[config.mk]
export PLATFORM = sky130hd
export DESIGN_NAME = esn_step_ctrl_flat
export DESIGN_NICKNAME = d
export VERILOG_FILES = /design/src/rtl/esn_pkg.sv /design/src/rtl/esn_step_ctrl_if.sv /design/src/rtl/esn_leak_unit.sv /design/src/rtl/esn_step_ctrl.sv /design/src/flat_wrapper.sv
export SDC_FILE = /design/constraint.sdc
export NUM_CORES = 1
export LEC_CHECK = 0
export BUFFER_PORTS_ARGS = -buffer_cell sky130_fd_sc_hd__buf_2
export CORE_AREA = 2 2 583 585
export DETAILED_ROUTE_END_ITERATION = 10
export DIE_AREA = 0 0 585 587
export GPL_TIMING_DRIVEN = 0
export SLEW_MARGIN = 40
export SYNTH_ARGS = -nofsm -noshare
export SYNTH_HDL_FRONTEND = slang
export SYNTH_SLANG_ARGS = --single-unit
[constraint.sdc]
create_clock -name clk -period 2.3 [get_ports clk]
set_input_delay 0 -clock clk [delete_from_list [all_inputs] [get_ports clk]]
set_output_delay 0 -clock clk [all_outputs]
set_load 0.005 [all_outputs]
[src/rtl/esn_pkg.sv]
// Shared types, default sizes and Q0.15 limits for the echo-state reservoir step controller.
package esn_pkg;

    localparam int unsigned WORD_LEN_DEF = 16;
    localparam int unsigned NEU_IN_DEF   = 8;
    localparam int unsigned NEU_OUT_DEF  = 4;

    localparam logic [WORD_LEN_DEF-1:0] Q15_MAX = 16'h7FFF;
    localparam logic [WORD_LEN_DEF-1:0] Q15_MIN = 16'h8000;

    typedef enum logic [2:0] {
        StIdle,
        StFetch,
        StWaitW,
        StRun,
        StCapture,
        StCommit
    } esn_state_e;

    function automatic int unsigned n_groups(int unsigned neu_in, int unsigned neu_out);
        return neu_in / neu_out;
    endfunction

    function automatic int unsigned cnt_width(int unsigned n);
        return (n > 1) ? $clog2(n) : 1;
    endfunction

    localparam int unsigned G   = n_groups(NEU_IN_DEF, NEU_OUT_DEF);
    localparam int unsigned G_W = cnt_width(G);

endpackage

[src/rtl/esn_step_ctrl_if.sv]
// Weight ROM and PE bus between the step controller (master) and the PE/ROM pair (slave).
interface esn_step_ctrl_if #(
    parameter int unsigned WORD_LEN = 16,
    parameter int unsigned NEU_IN   = 8,
    parameter int unsigned NEU_OUT  = 4,
    parameter int unsigned WADDR_W  = 4
);
    logic                                w_rd_en;
    logic [WADDR_W-1:0]                  w_addr;
    logic [WORD_LEN*NEU_IN*NEU_OUT-1:0]  w_data;
    logic                                pe_ce;
    logic [WORD_LEN*NEU_IN-1:0]          pe_data;
    logic [WORD_LEN*NEU_IN*NEU_OUT-1:0]  pe_weight;
    logic [WORD_LEN*NEU_OUT-1:0]         pe_q;

    modport master (
        output w_rd_en, w_addr, pe_ce, pe_data, pe_weight,
        input  w_data, pe_q
    );

    modport slave (
        input  w_rd_en, w_addr, pe_ce, pe_data, pe_weight,
        output w_data, pe_q
    );
endinterface

[src/rtl/esn_leak_unit.sv]
// One-word Q0.15 leaky integrator: y = sat(x + ((q - x) >>> LEAK_SHIFT)), purely combinational.
module esn_leak_unit
    import esn_pkg::*;
#(
    parameter int unsigned LEAK_SHIFT = 1
) (
    input  logic [WORD_LEN_DEF-1:0] x,
    input  logic [WORD_LEN_DEF-1:0] q,
    output logic [WORD_LEN_DEF-1:0] y
);
    localparam int unsigned W = WORD_LEN_DEF;
    localparam logic signed [W+1:0] SAT_HI = {2'b00, Q15_MAX};
    localparam logic signed [W+1:0] SAT_LO = {2'b11, Q15_MIN};

    logic signed [W:0]   diff;
    logic signed [W:0]   step;
    logic signed [W+1:0] sum;

    always_comb begin
        // One extra bit keeps q - x exact over the full Q0.15 range
        diff = $signed({q[W-1], q}) - $signed({x[W-1], x});
        step = diff >>> LEAK_SHIFT;
        sum  = $signed({{2{x[W-1]}}, x}) + $signed({step[W], step});
        if (sum > SAT_HI) begin
            y = Q15_MAX;
        end else if (sum < SAT_LO) begin
            y = Q15_MIN;
        end else begin
            y = sum[W-1:0];
        end
    end

endmodule

[src/rtl/esn_step_ctrl.sv]
// Echo-state reservoir step controller: per group fetch a weight tile, run the PE, capture outputs.
// Optional macro LEAKY_INTEG_EN blends PE outputs into the old state through esn_leak_unit.
module esn_step_ctrl
    import esn_pkg::*;
#(
    parameter int unsigned WORD_LEN   = WORD_LEN_DEF,
    parameter int unsigned NEU_IN     = NEU_IN_DEF,
    parameter int unsigned NEU_OUT    = NEU_OUT_DEF,
    parameter int unsigned PE_LAT     = 2,
    parameter int unsigned WADDR_W    = 4,
    parameter int unsigned LEAK_SHIFT = 1
) (
    input  logic                       clk,
    input  logic                       rst_n,
    input  logic                       start,
    input  logic                       init_load,
    input  logic [WORD_LEN*NEU_IN-1:0] init_data,
    output logic                       busy,
    output logic                       done,
    output logic [15:0]                step_count,
    output logic [WORD_LEN*NEU_IN-1:0] x_out,
    esn_step_ctrl_if.master            bus
);
    localparam int unsigned NGRP      = n_groups(NEU_IN, NEU_OUT);
    localparam int unsigned GW        = cnt_width(NGRP);
    localparam int unsigned RW        = cnt_width(PE_LAT);
    localparam int unsigned VEC_BITS  = WORD_LEN * NEU_IN;
    localparam int unsigned GRP_BITS  = WORD_LEN * NEU_OUT;
    localparam int unsigned TILE_BITS = VEC_BITS * NEU_OUT;

    if (NEU_IN % NEU_OUT != 0 || (2 ** WADDR_W) < NGRP || PE_LAT == 0 ||
        LEAK_SHIFT >= WORD_LEN) begin : g_param_check
        $error("esn_step_ctrl: inconsistent parameters");
    end

    esn_state_e           state_q, state_d;
    logic [GW-1:0]        g_q, g_d;
    logic [RW-1:0]        run_q, run_d;
    logic [VEC_BITS-1:0]  x_q, x_d;
    logic [VEC_BITS-1:0]  nxt_q, nxt_d;
    logic [TILE_BITS-1:0] wt_q, wt_d;
    logic [15:0]          cnt_q, cnt_d;
    logic [GRP_BITS-1:0]  upd_grp;

`ifdef LEAKY_INTEG_EN
    if (WORD_LEN != WORD_LEN_DEF) begin : g_leak_width_check
        $error("esn_step_ctrl: leaky integration is Q0.15 only");
    end

    logic [GRP_BITS-1:0] x_grp;
    assign x_grp = x_q[int'(g_q) * GRP_BITS +: GRP_BITS];

    for (genvar j = 0; j < NEU_OUT; j++) begin : g_leak
        esn_leak_unit #(
            .LEAK_SHIFT (LEAK_SHIFT)
        ) u_leak (
            .x (x_grp[j*WORD_LEN +: WORD_LEN]),
            .q (bus.pe_q[j*WORD_LEN +: WORD_LEN]),
            .y (upd_grp[j*WORD_LEN +: WORD_LEN])
        );
    end
`else
    assign upd_grp = bus.pe_q;
`endif

    always_ff @(posedge clk or negedge rst_n) begin
        if (!rst_n) begin
            state_q <= StIdle;
            g_q     <= '0;
            run_q   <= '0;
            x_q     <= '0;
            nxt_q   <= '0;
            wt_q    <= '0;
            cnt_q   <= '0;
        end else begin
            state_q <= state_d;
            g_q     <= g_d;
            run_q   <= run_d;
            x_q     <= x_d;
            nxt_q   <= nxt_d;
            wt_q    <= wt_d;
            cnt_q   <= cnt_d;
        end
    end

    always_comb begin
        state_d = state_q;
        g_d     = g_q;
        run_d   = run_q;
        x_d     = x_q;
        nxt_d   = nxt_q;
        wt_d    = wt_q;
        cnt_d   = cnt_q;
        unique case (state_q)
            StIdle: begin
                if (init_load) begin
                    x_d = init_data;
                end else if (start) begin
                    g_d     = '0;
                    state_d = StFetch;
                end
            end
            StFetch: begin
                state_d = StWaitW;
            end
            StWaitW: begin
                wt_d    = bus.w_data;
                run_d   = '0;
                state_d = StRun;
            end
            StRun: begin
                if (run_q == RW'(PE_LAT - 1)) begin
                    state_d = StCapture;
                end else begin
                    run_d = run_q + 1'b1;
                end
            end
            StCapture: begin
                nxt_d[int'(g_q) * GRP_BITS +: GRP_BITS] = upd_grp;
                if (g_q == GW'(NGRP - 1)) begin
                    state_d = StCommit;
                end else begin
                    g_d     = g_q + 1'b1;
                    state_d = StFetch;
                end
            end
            StCommit: begin
                x_d     = nxt_q;
                cnt_d   = cnt_q + 16'd1;
                g_d     = '0;
                state_d = StIdle;
            end
            default: begin
                state_d = StIdle;
            end
        endcase
    end

    // PE DATA is the committed state, so every group reads the old vector
    assign busy          = (state_q != StIdle);
    assign done          = (state_q == StCommit);
    assign step_count    = cnt_q;
    assign x_out         = x_q;
    assign bus.w_rd_en   = (state_q == StFetch);
    assign bus.w_addr    = WADDR_W'(g_q);
    assign bus.pe_ce     = (state_q == StRun);
    assign bus.pe_data   = x_q;
    assign bus.pe_weight = wt_q;

endmodule

[src/flat_wrapper.sv]
// flat-port wrapper written by rule: the top's interface ports become plain ports
module esn_step_ctrl_flat import esn_pkg::*;
#(
    parameter int unsigned WORD_LEN   = WORD_LEN_DEF,
    parameter int unsigned NEU_IN     = NEU_IN_DEF,
    parameter int unsigned NEU_OUT    = NEU_OUT_DEF,
    parameter int unsigned PE_LAT     = 2,
    parameter int unsigned WADDR_W    = 4,
    parameter int unsigned LEAK_SHIFT = 1
)
  (clk, rst_n, start, init_load, init_data, busy, done, step_count, x_out, bus_w_rd_en, bus_w_addr, bus_pe_ce, bus_pe_data, bus_pe_weight, bus_w_data, bus_pe_q);
  esn_step_ctrl_if #(.WORD_LEN(WORD_LEN), .NEU_IN(NEU_IN), .NEU_OUT(NEU_OUT), .WADDR_W(WADDR_W)) bus_i ();
  input  logic clk;
  input  logic rst_n;
  input  logic start;
  input  logic init_load;
  input  logic [WORD_LEN*NEU_IN-1:0] init_data;
  output logic busy;
  output logic done;
  output logic [15:0] step_count;
  output logic [WORD_LEN*NEU_IN-1:0] x_out;
  output wire logic [$bits(bus_i.w_rd_en)-1:0] bus_w_rd_en;
  output wire logic [$bits(bus_i.w_addr)-1:0] bus_w_addr;
  output wire logic [$bits(bus_i.pe_ce)-1:0] bus_pe_ce;
  output wire logic [$bits(bus_i.pe_data)-1:0] bus_pe_data;
  output wire logic [$bits(bus_i.pe_weight)-1:0] bus_pe_weight;
  input wire logic [$bits(bus_i.w_data)-1:0] bus_w_data;
  input wire logic [$bits(bus_i.pe_q)-1:0] bus_pe_q;
  assign bus_w_rd_en = bus_i.w_rd_en;
  assign bus_w_addr = bus_i.w_addr;
  assign bus_pe_ce = bus_i.pe_ce;
  assign bus_pe_data = bus_i.pe_data;
  assign bus_pe_weight = bus_i.pe_weight;
  assign bus_i.w_data = bus_w_data;
  assign bus_i.pe_q = bus_pe_q;
  esn_step_ctrl #(.WORD_LEN(WORD_LEN), .NEU_IN(NEU_IN), .NEU_OUT(NEU_OUT), .PE_LAT(PE_LAT), .WADDR_W(WADDR_W), .LEAK_SHIFT(LEAK_SHIFT)) u_core (.clk(clk), .rst_n(rst_n), .start(start), .init_load(init_load), .init_data(init_data), .busy(busy), .done(done), .step_count(step_count), .x_out(x_out), .bus(bus_i));
endmodule
=== After elaboration in Yosys (flattened, before gate mapping) ===
Cells that the tools add are included.

* Bits in latches: 0
* Bits in read-only memories: 0
* Memories: 0
* Flip-flop bits (word level): 789
* Word-level logic and storage cells: 44
* RAM bits: 0
* Input bits: 708

* Mux-type cells: 14
* Order comparisons: 0
* Bitwise operators: 0
* Reductions and logical operators: 8
* Shifts and indexed selects: 2
* Equality and inequality tests: 9
* Add/subtract/negate cells: 4
* Multipliers: 0
* Divide/modulo/power cells: 0

{| class="wikitable"
|+ Operators by type and width
! cell !! count
|-
| 128-bit case mux with 2 select lines || 1
|-
| 128-bit bitwise mux || 1
|-
| 128-bit two-way mux || 1
|-
| 64-bit by 34-bit variable shift with 128-bit output (first input constant) || 1
|-
| 64-bit by 34-bit indexed part select with 128-bit output || 1
|-
| 7-bit negator with 34-bit output || 1
|-
| 16-bit by 1-bit adder with 16-bit output (second input constant) || 1
|-
| 3-bit case mux with 5 select lines || 1
|-
| 3-bit two-way mux || 4
|-
| 3-bit by 2-bit == test with 1-bit output (second input constant) || 2
|-
| 3-bit == test (second input constant) || 2
|-
| 2-bit inequality test (second input constant) || 3
|-
| 3-bit AND reduction || 2
|-
| 3-bit nonzero test || 2
|-
| 1-bit two-way mux || 4
|-
| 2-bit nonzero test || 2
|-
| 3-bit by 1-bit == test with 1-bit output (second input constant) || 1
|-
| 3-bit logical NOT || 1
|-
| 1-bit case mux with 3 select lines || 1
|-
| 1-bit adder (second input constant) || 2
|-
| 2-bit by 1-bit inequality test with 1-bit output (second input constant) || 1
|-
| 1-bit case mux with 2 select lines || 1
|-
| 2-bit AND reduction || 1
|}

=== Depth between registers and ports, before layout ===
Gate-level depths: netlist of the first run.

* Word-level depth: 3
* Depth in mapped cells: 8

=== Worst setup path before layout of the first run ===
OpenSTA, ideal clock, no wires.

* Path type: reg2reg
* From: reg u_core.state_q[1]
* To: reg u_core.x_q[77], in the netlist u_core.bus.pe_data[77]
* Arrival: 1.595 ns
* Data required time: 2.171 ns
* Period minus slack after synthesis: 1.725 ns
* Path slack: 0.575 ns
* Path buffers: 3
* Cell stages (with the launch flop): 8
* Path through: dfrtp_1 -> buf_6 -> or3_4 -> nor2_4 -> buf_12 -> buf_8 -> mux2i_1 -> o21ai_2

* Word-level cells in the longest chain between the ends: 3
* Elaborated cells on any way between the ends: 6
* Those cells by class: eq/ne (2); mux (1); reduce/logical (3)

{| class="wikitable"
|+ RTL lines
! item !! RTL line !! source
|-
| start, declared || esn_step_ctrl.sv:36 || <nowiki>esn_state_e state_q, state_d;</nowiki>
|-
| start signal, assigned || esn_step_ctrl.sv:68 || <nowiki>state_q <= StIdle;</nowiki>
|-
| start signal, assigned || esn_step_ctrl.sv:76 || <nowiki>state_q <= state_d;</nowiki>
|-
| 3-bit == test or 3-bit logical NOT (tied branches) || esn_step_ctrl.sv:94 || <nowiki>unique case (state_q)</nowiki>
|-
| 2-bit nonzero test (no line) or 2-bit inequality test (tied branches) || - ||
|-
| 2-bit AND reduction (no line) || - ||
|-
| end signal, assigned || esn_step_ctrl.sv:71 || <nowiki>x_q <= '0;</nowiki>
|-
| end signal, assigned || esn_step_ctrl.sv:79 || <nowiki>x_q <= x_d;</nowiki>
|-
| end, declared || esn_step_ctrl.sv:39 || <nowiki>logic [VEC_BITS-1:0] x_q, x_d;</nowiki>
|}

Parallel ways exist; a longest one is shown, timed or not.
A chain may end at the register's enable or synchronous reset.

=== Final worst setup path of the first run ===
* From: reg u_core.state_q[1]
* To: reg u_core.x_q[0], in the netlist u_core.bus.pe_data[0]

The elaborated chain is that of the path after synthesis.

==> results.toml, run 1 <==
[timing]
max_slew_margin = 0.4849
hold_viol_final = 0
min_period_over_period = 0.9695
finalMaxSlewViolations = 0
worst_slew_pin_slew_ps = 772.6
fin_tns_setup_ps = 0
holdWs_ps = 56.91
post-route-min-period_ps = 2230
setup_viol = 0
finClkSkew_ps = 107.0
fmax_ghz = 0.4485
fin_ws_ps = 70.26

[routing]
vias = 30850
ant_nets = 0
drtIter0Drc = 1818
drc = 0
dr.pass1.iters = 5
viasPerCell = 3.198
wire_per_inst_um = 27.36
totalWireLength_mm = 263.9

[synth]
synth_top_area_cell = "dfrtp_1"
synth_area_per_cell_sq_um = 14.87
synth_top_family_by_area = "multiplexers"
synth_compound_area_frac = 0.02263
yosys_register_bits = 789
synth_mux_area_frac = 0.2680
ys_types = 41
synth-seq-area-share = 0.6233
synthCells = 2130
synthAdderAreaFrac = 0.0003950
async_flop_share = 1.000
synth_area_leaders = "dfrtp_1 62%, mux2_2 21%, buf_4 4.4%"
synth-simple-area-share = 0.02291
synth-main-ff-cell = "dfrtp_1"
synth_top_area_share = 0.6233
synth-warning-count = 0
synth.cell_area_sq_um = 31670
synth-edff-count = 0
synth-xor-area-share = 0.004148

[clocking]
cts_root_buf = "clkbuf_16"
cts_tree = "yes"
clockBufferDepth = 4
cts_sinks = 789
clock_latency_ps = 850
h-tree-depth = 3
cts_buffers = 103
path_clk_slew_ps = 70

[global_route]
antenna_found_initial = 231
grt_pass1_wl_mm = 330.8
grt_max_degree = 98
track_usage = 0.1476
grt-ovfl-total = 0
grt_pass1_vias = 31930

[floorplan]
pin_count = 1500
die_height_um = 587
dieArea_sq_um = 343400
die_w_um = 585
row_count = 214
core_area_sq_um = 337900
initial_core_util = 0.09374

[setup_path]
cp.required_ps = 3010
crit_type = "reg2reg"
startpoint_type = "register"
worst_setup_path_end_kind = "register"
worstPathMaxFanout = 10
critPathArrivalTime_ps = 2940

[final_layout]
syn_to_final_growth_pct = 92.29
nets = 5632
fill_cells = 37370
mostFrequentLayoutCell = "buf_2"
layout_common_cells = "1517 x buf_2, 1159 x dlygate4sd3_1, 789 x dfrtp_1"
fin_util = 0.1802
drive_gt1_frac = 0.5027

[placed_design]
gp_congestion = 1.057
hpwlAfterDp_mm = 223.1
place_ws_ps = -852.1
port_buffers = 1496

[flow_run]
cap_violations = 0

[power]
power.density_nw_per_um2 = 1293
vdd_drop_max_mv = 0.7245
p_leak_nw = 26.34

[run_status]
status = "completed"

[hold_path]
min_path_type = "in2reg"
[final cells by class]
type / count / area [sq um] / share of cell area
multi-input cells: 1091 / 10100 / 0.1658
well taps: 4536 / 5675 / 0.09319
diodes: 119 / 297.8 / 0.004889
clock inverters: 37 / 437.9 / 0.007190
repair buffers: 2687 / 19770 / 0.3247
inverters: 6 / 35.03 / 0.0005752
clock buffers: 138 / 2879 / 0.04727
flip-flops and latches: 789 / 19740 / 0.3242
plain buffers: 245 / 1962 / 0.03221
[kinds of logic after synthesis]
family / Yosys count
XOR/XNOR: 15
AND/OR/NAND/NOR: 167
flip-flops: 789
multiplexers: 768
buffers and inverters: 252
AO/OA/AOI/OAI: 137
adder cells (fa/ha/maj): 1
other: 1
[state kept, by name, indices dropped and copies added, names as in the netlist]
name,flops
u_core.g_q,1
u_core.bus.pe_data,128
u_core.run_q,1
u_core.state_q,3
u_core.step_count,16
u_core.nxt_q,128
u_core.bus.pe_weight,512
[critical path, stage by stage, from the launching register on]
cell           delay, ps
dfrtp_1              370
buf_6                140
or3_4                400
nor2_4               160
buf_12               210
mux2i_1              180
dlygate4sd3_1        560
o21ai_0               70
[synthesized netlist by cell type, types with 4 or more instances]
library cell	count
mux2i_1	128
nand2_1	135
xor2_1	5
o21ai_2	4
inv_1	6
mux2_1	60
mux2_2	580
o21ai_1	116
buf_8	13
nand3_1	6
dfrtp_1	789
buf_4	186
buf_2	30
o21ai_0	8
clkbuf_1	13
xnor2_1	10
nor2_1	7
[path summary, 6_finish.rpt]
check | start | endpoint | slack (ps) | depth (start not counted)
max | u_core.state_q[1] | u_core.bus.pe_data[0] | 70 | 7
min | bus_w_data[41] | u_core.bus.pe_weight[41] | 60 | 3
max reg2reg | u_core.state_q[1] | u_core.bus.pe_data[0] | 70 | 7
min reg2reg | u_core.nxt_q[79] | u_core.bus.pe_data[79] | 450 | 2
max in group asynchronous | rst_n | u_core.bus.pe_weight[368] | 160 | 15
min in group asynchronous | rst_n | u_core.bus.pe_weight[104] | 610 | 12
[what timing repair did]
item | 4_1_cts | 5_1_grt
endpoints found under the setup margin | 606 | 345
hold buffers | 1172 | 0
pin swaps | 1 | 0
gates resized for setup | 38 | 7
hold endpoints to repair | 1209 | 0
setup buffers | 2 | 3
cloned | 0 | 2
[metrics by stage]
step                total power, mW  cells  cell area, sq um
finish                        78.72   9648             60900
floorplan                     39.83   2132             31680
global route                  82.72   9589             60760
global placement              59.67   8164             44840
CTS                           79.50   9524             60500
detailed placement            60.10   8176             45170
[report_power, final]
| part | switching (mW) | leakage (nW) | internal [mW] |
|---|---|---|---|
| clock network | 7.03 | 1.61 | 9.44 |
| logic | 18.7 | 15.5 | 17.1 |
| registers | 5.34 | 9.24 | 21.1 |
| total | 31.0 | 26.3 | 47.7 |
[layer usage]
metal	vias up	global-route usage	part of all wire	wire length [um]
met1	15250	0.1625	0.37	97000
met4	120	0.07084	0.060	15900
met3	608	0.06839	0.12	31310
li1	13010	-	-	-
met5	-	0	0.0031	820
met2	1859	0.2390	0.45	118900
(Power assumes the default switching activity.)
==> run 2, diff against run 1 <==
--- a/config.mk
+++ b/config.mk
@@ -5,10 +5,10 @@
 export SDC_FILE = /design/constraint.sdc
 export NUM_CORES = 1
 export LEC_CHECK = 0
-export BUFFER_PORTS_ARGS = -buffer_cell sky130_fd_sc_hd__buf_2
 export CORE_AREA = 2 2 583 585
 export DETAILED_ROUTE_END_ITERATION = 10
 export DIE_AREA = 0 0 585 587
+export DONT_BUFFER_PORTS = 1
 export GPL_TIMING_DRIVEN = 0
 export SLEW_MARGIN = 40
 export SYNTH_ARGS = -nofsm -noshare
==> run 2 against run 1 <==
Compared with the run above:
- clock power down 6%
- via count down 12%
- hold slack worse by 12 ps
- non-clock buffer count down 1433
- register-to-register slack is essentially flat
- clock skew grew 1.7 ps
- largest power group is now sequential cells
- highest routed layer unchanged
==> results.toml, run 2 (synthesis results as in run 1) <==
[setup_path]
slowest_delay_ps = 600
r2r-start = "u_core.state_q[1]"
r2r_setup_slack_ps = 70
path_cells = "buf_6 > nand3b_4 > clkinvlp_4 > buf_4 > clkbuf_1 > o21ai_1"
critPathArrivalTime_ps = 2830
critPathBufInv = 4
r2r_cells = 6
crit_type = "reg2reg"
worst_setup_path_end_kind = "register"
cp_top_family = "buffers and inverters"
startpoint_type = "register"
cp.required_ps = 2900
slowest_stage = "clkbuf_1"
r2r-end = "u_core.bus.pe_data[49]"
worstPathMaxFanout = 10

[final_layout]
largest_reg_flops = 512
fin_util = 0.1595
drive_gt1_frac = 0.2828
stdcell_area_sq_um = 53880
mostFrequentLayoutCell = "dlygate4sd3_1"
nets = 4193
layout_common_cells = "1226 x dlygate4sd3_1, 788 x dfrtp_1, 580 x mux2_2"
syn_to_final_growth_pct = 70.12

[power]
vdd_drop_max_mv = 0.7912
total_power_mw = 72.42
power.density_nw_per_um2 = 1344
p_leak_nw = 20.59

[hold_path]
hp-start = "bus_w_data[7]"
min_path_type = "in2reg"
min_to = "u_core.bus.pe_weight[7]"
hold_path_depth = 2

[floorplan]
row_count = 214
initial_core_util = 0.09374
pin_count = 1500
die_w_um = 585
die_height_um = 587
core_area_sq_um = 337900
dieArea_sq_um = 343400

[timing]
post-route-min-period_ps = 2234
worst_slew_pin_slew_ps = 840.8
finClkSkew_ps = 108.7
fmax_ghz = 0.4475
holdWs_ps = 44.84
hold_viol_final = 0
setup_viol = 0
rsz0062_at_grt = "false"
min_period_over_period = 0.9715
finalMaxSlewViolations = 0
max_slew_margin = 0.4395
fin_tns_setup_ps = 0

[routing]
totalWireLength_mm = 263.1
ant_nets = 0
wire_per_inst_um = 31.98
dr.pass1.iters = 6
vias = 27050
drc = 0
drtIter0Drc = 2040
viasPerCell = 3.288

[global_route]
grt_max_degree = 152
track_usage = 0.1457
antenna_found_initial = 220
grt_pass1_wl_mm = 321.4
grt_pass1_vias = 27660
grt-ovfl-total = 0

[placed_design]
dpl_cell_area_sq_um = 37610
hpwlAfterDp_mm = 217.6
port_buffers = 0
gp_congestion = 1.267

[clocking]
clock_latency_ps = 840
cts_root_buf = "clkbuf_16"
path_clk_slew_ps = 60
cts_tree = "yes"
cts_sinks = 789
clockBufferDepth = 4
cts_buffers = 97
h-tree-depth = 3

[flow_run]
cap_violations = 0

[run_status]
status = "completed"
## run 2: cell count changes in the layout (fill, tap and decap cells not counted), moves of 5 or more
cell	delta
buf_4	+7
clkinv_2	+5
diode_2	+16
dlygate4sd3_1	+67
buf_16	+6
buf_6	-8
buf_12	-11
buf_2	-1497
## run 2: worst max-delay path by stage
stage / depth (start not counted) / to / start
3_5_place_dp: 8 / u_core.bus.pe_data[68] / u_core.state_q[1]
2_1_floorplan: 7 / u_core.bus.pe_data[77] / u_core.state_q[1]
5_1_grt: 8 / u_core.bus.pe_weight[423] / rst_n
3_3_place_gp: 6 / u_core.bus.pe_weight[114] / u_core.state_q[2]
4_1_cts: 3 / bus_pe_ce / u_core.state_q[2]
6_report: 6 / u_core.bus.pe_data[49] / u_core.state_q[1]
## run 2: report_power, final
part           leakage, nW  total (mW)  internal (mW)  switching, mW
registers             9.24        34.1           21.0           13.1
clock network         1.53        15.5           8.69           6.78
logic                 9.82        22.9           12.4           10.5
## run 2: cell type report
type,instances,area (sq um)
Clock buffer,132,2730
Timing Repair Buffer,1253,12890
Multi-Input combinational cell,1091,10110
Antenna cell,135,337.8
Sequential cell,789,19750
Clock inverter,37,365.4
Inverter,6,26.28
Buffer,246,2002
Tap cell,4536,5675
Fill cell,36940,284000
## run 2: metal layers
metal / wire [um] / vias to the layer above / share of wire / track usage
met5: 753 / - / 0.0029 / 0.0001401
met4: 18120 / 112 / 0.069 / 0.08290
met3: 37680 / 858 / 0.14 / 0.08808
met2: 118900 / 2374 / 0.45 / 0.2345
met1: 87630 / 13540 / 0.33 / 0.1441
li1: - / 10170 / - / -
## run 2: repair_timing
item | 4_1_cts | 5_1_grt
cloned | 1 | 5
hold buffers | 1231 | 0
resized for setup | 47 | 4
pin swaps | 1 | 0
endpoints found under the hold margin | 1325 | 0
endpoints found under the setup margin | 708 | 495
setup buffers | 6 | 0
## run 2: worst register-to-register path: stages, from the launching register on
cell        delay [ps]
dfrtp_1            380
buf_6              140
nand3b_4           170
clkinvlp_4         180
buf_4              330
clkbuf_1           630
o21ai_1            170
## run 2: stage by stage
stage / instances / setup slack, ps
2_1_floorplan: 2132 / 575.2
3_3_place_gp: 6668 / -1450
3_5_place_dp: 6677 / -1116
4_1_cts: 8084 / -122.1
5_1_grt: 8162 / 10.06
6_report: 8225 / 65.51
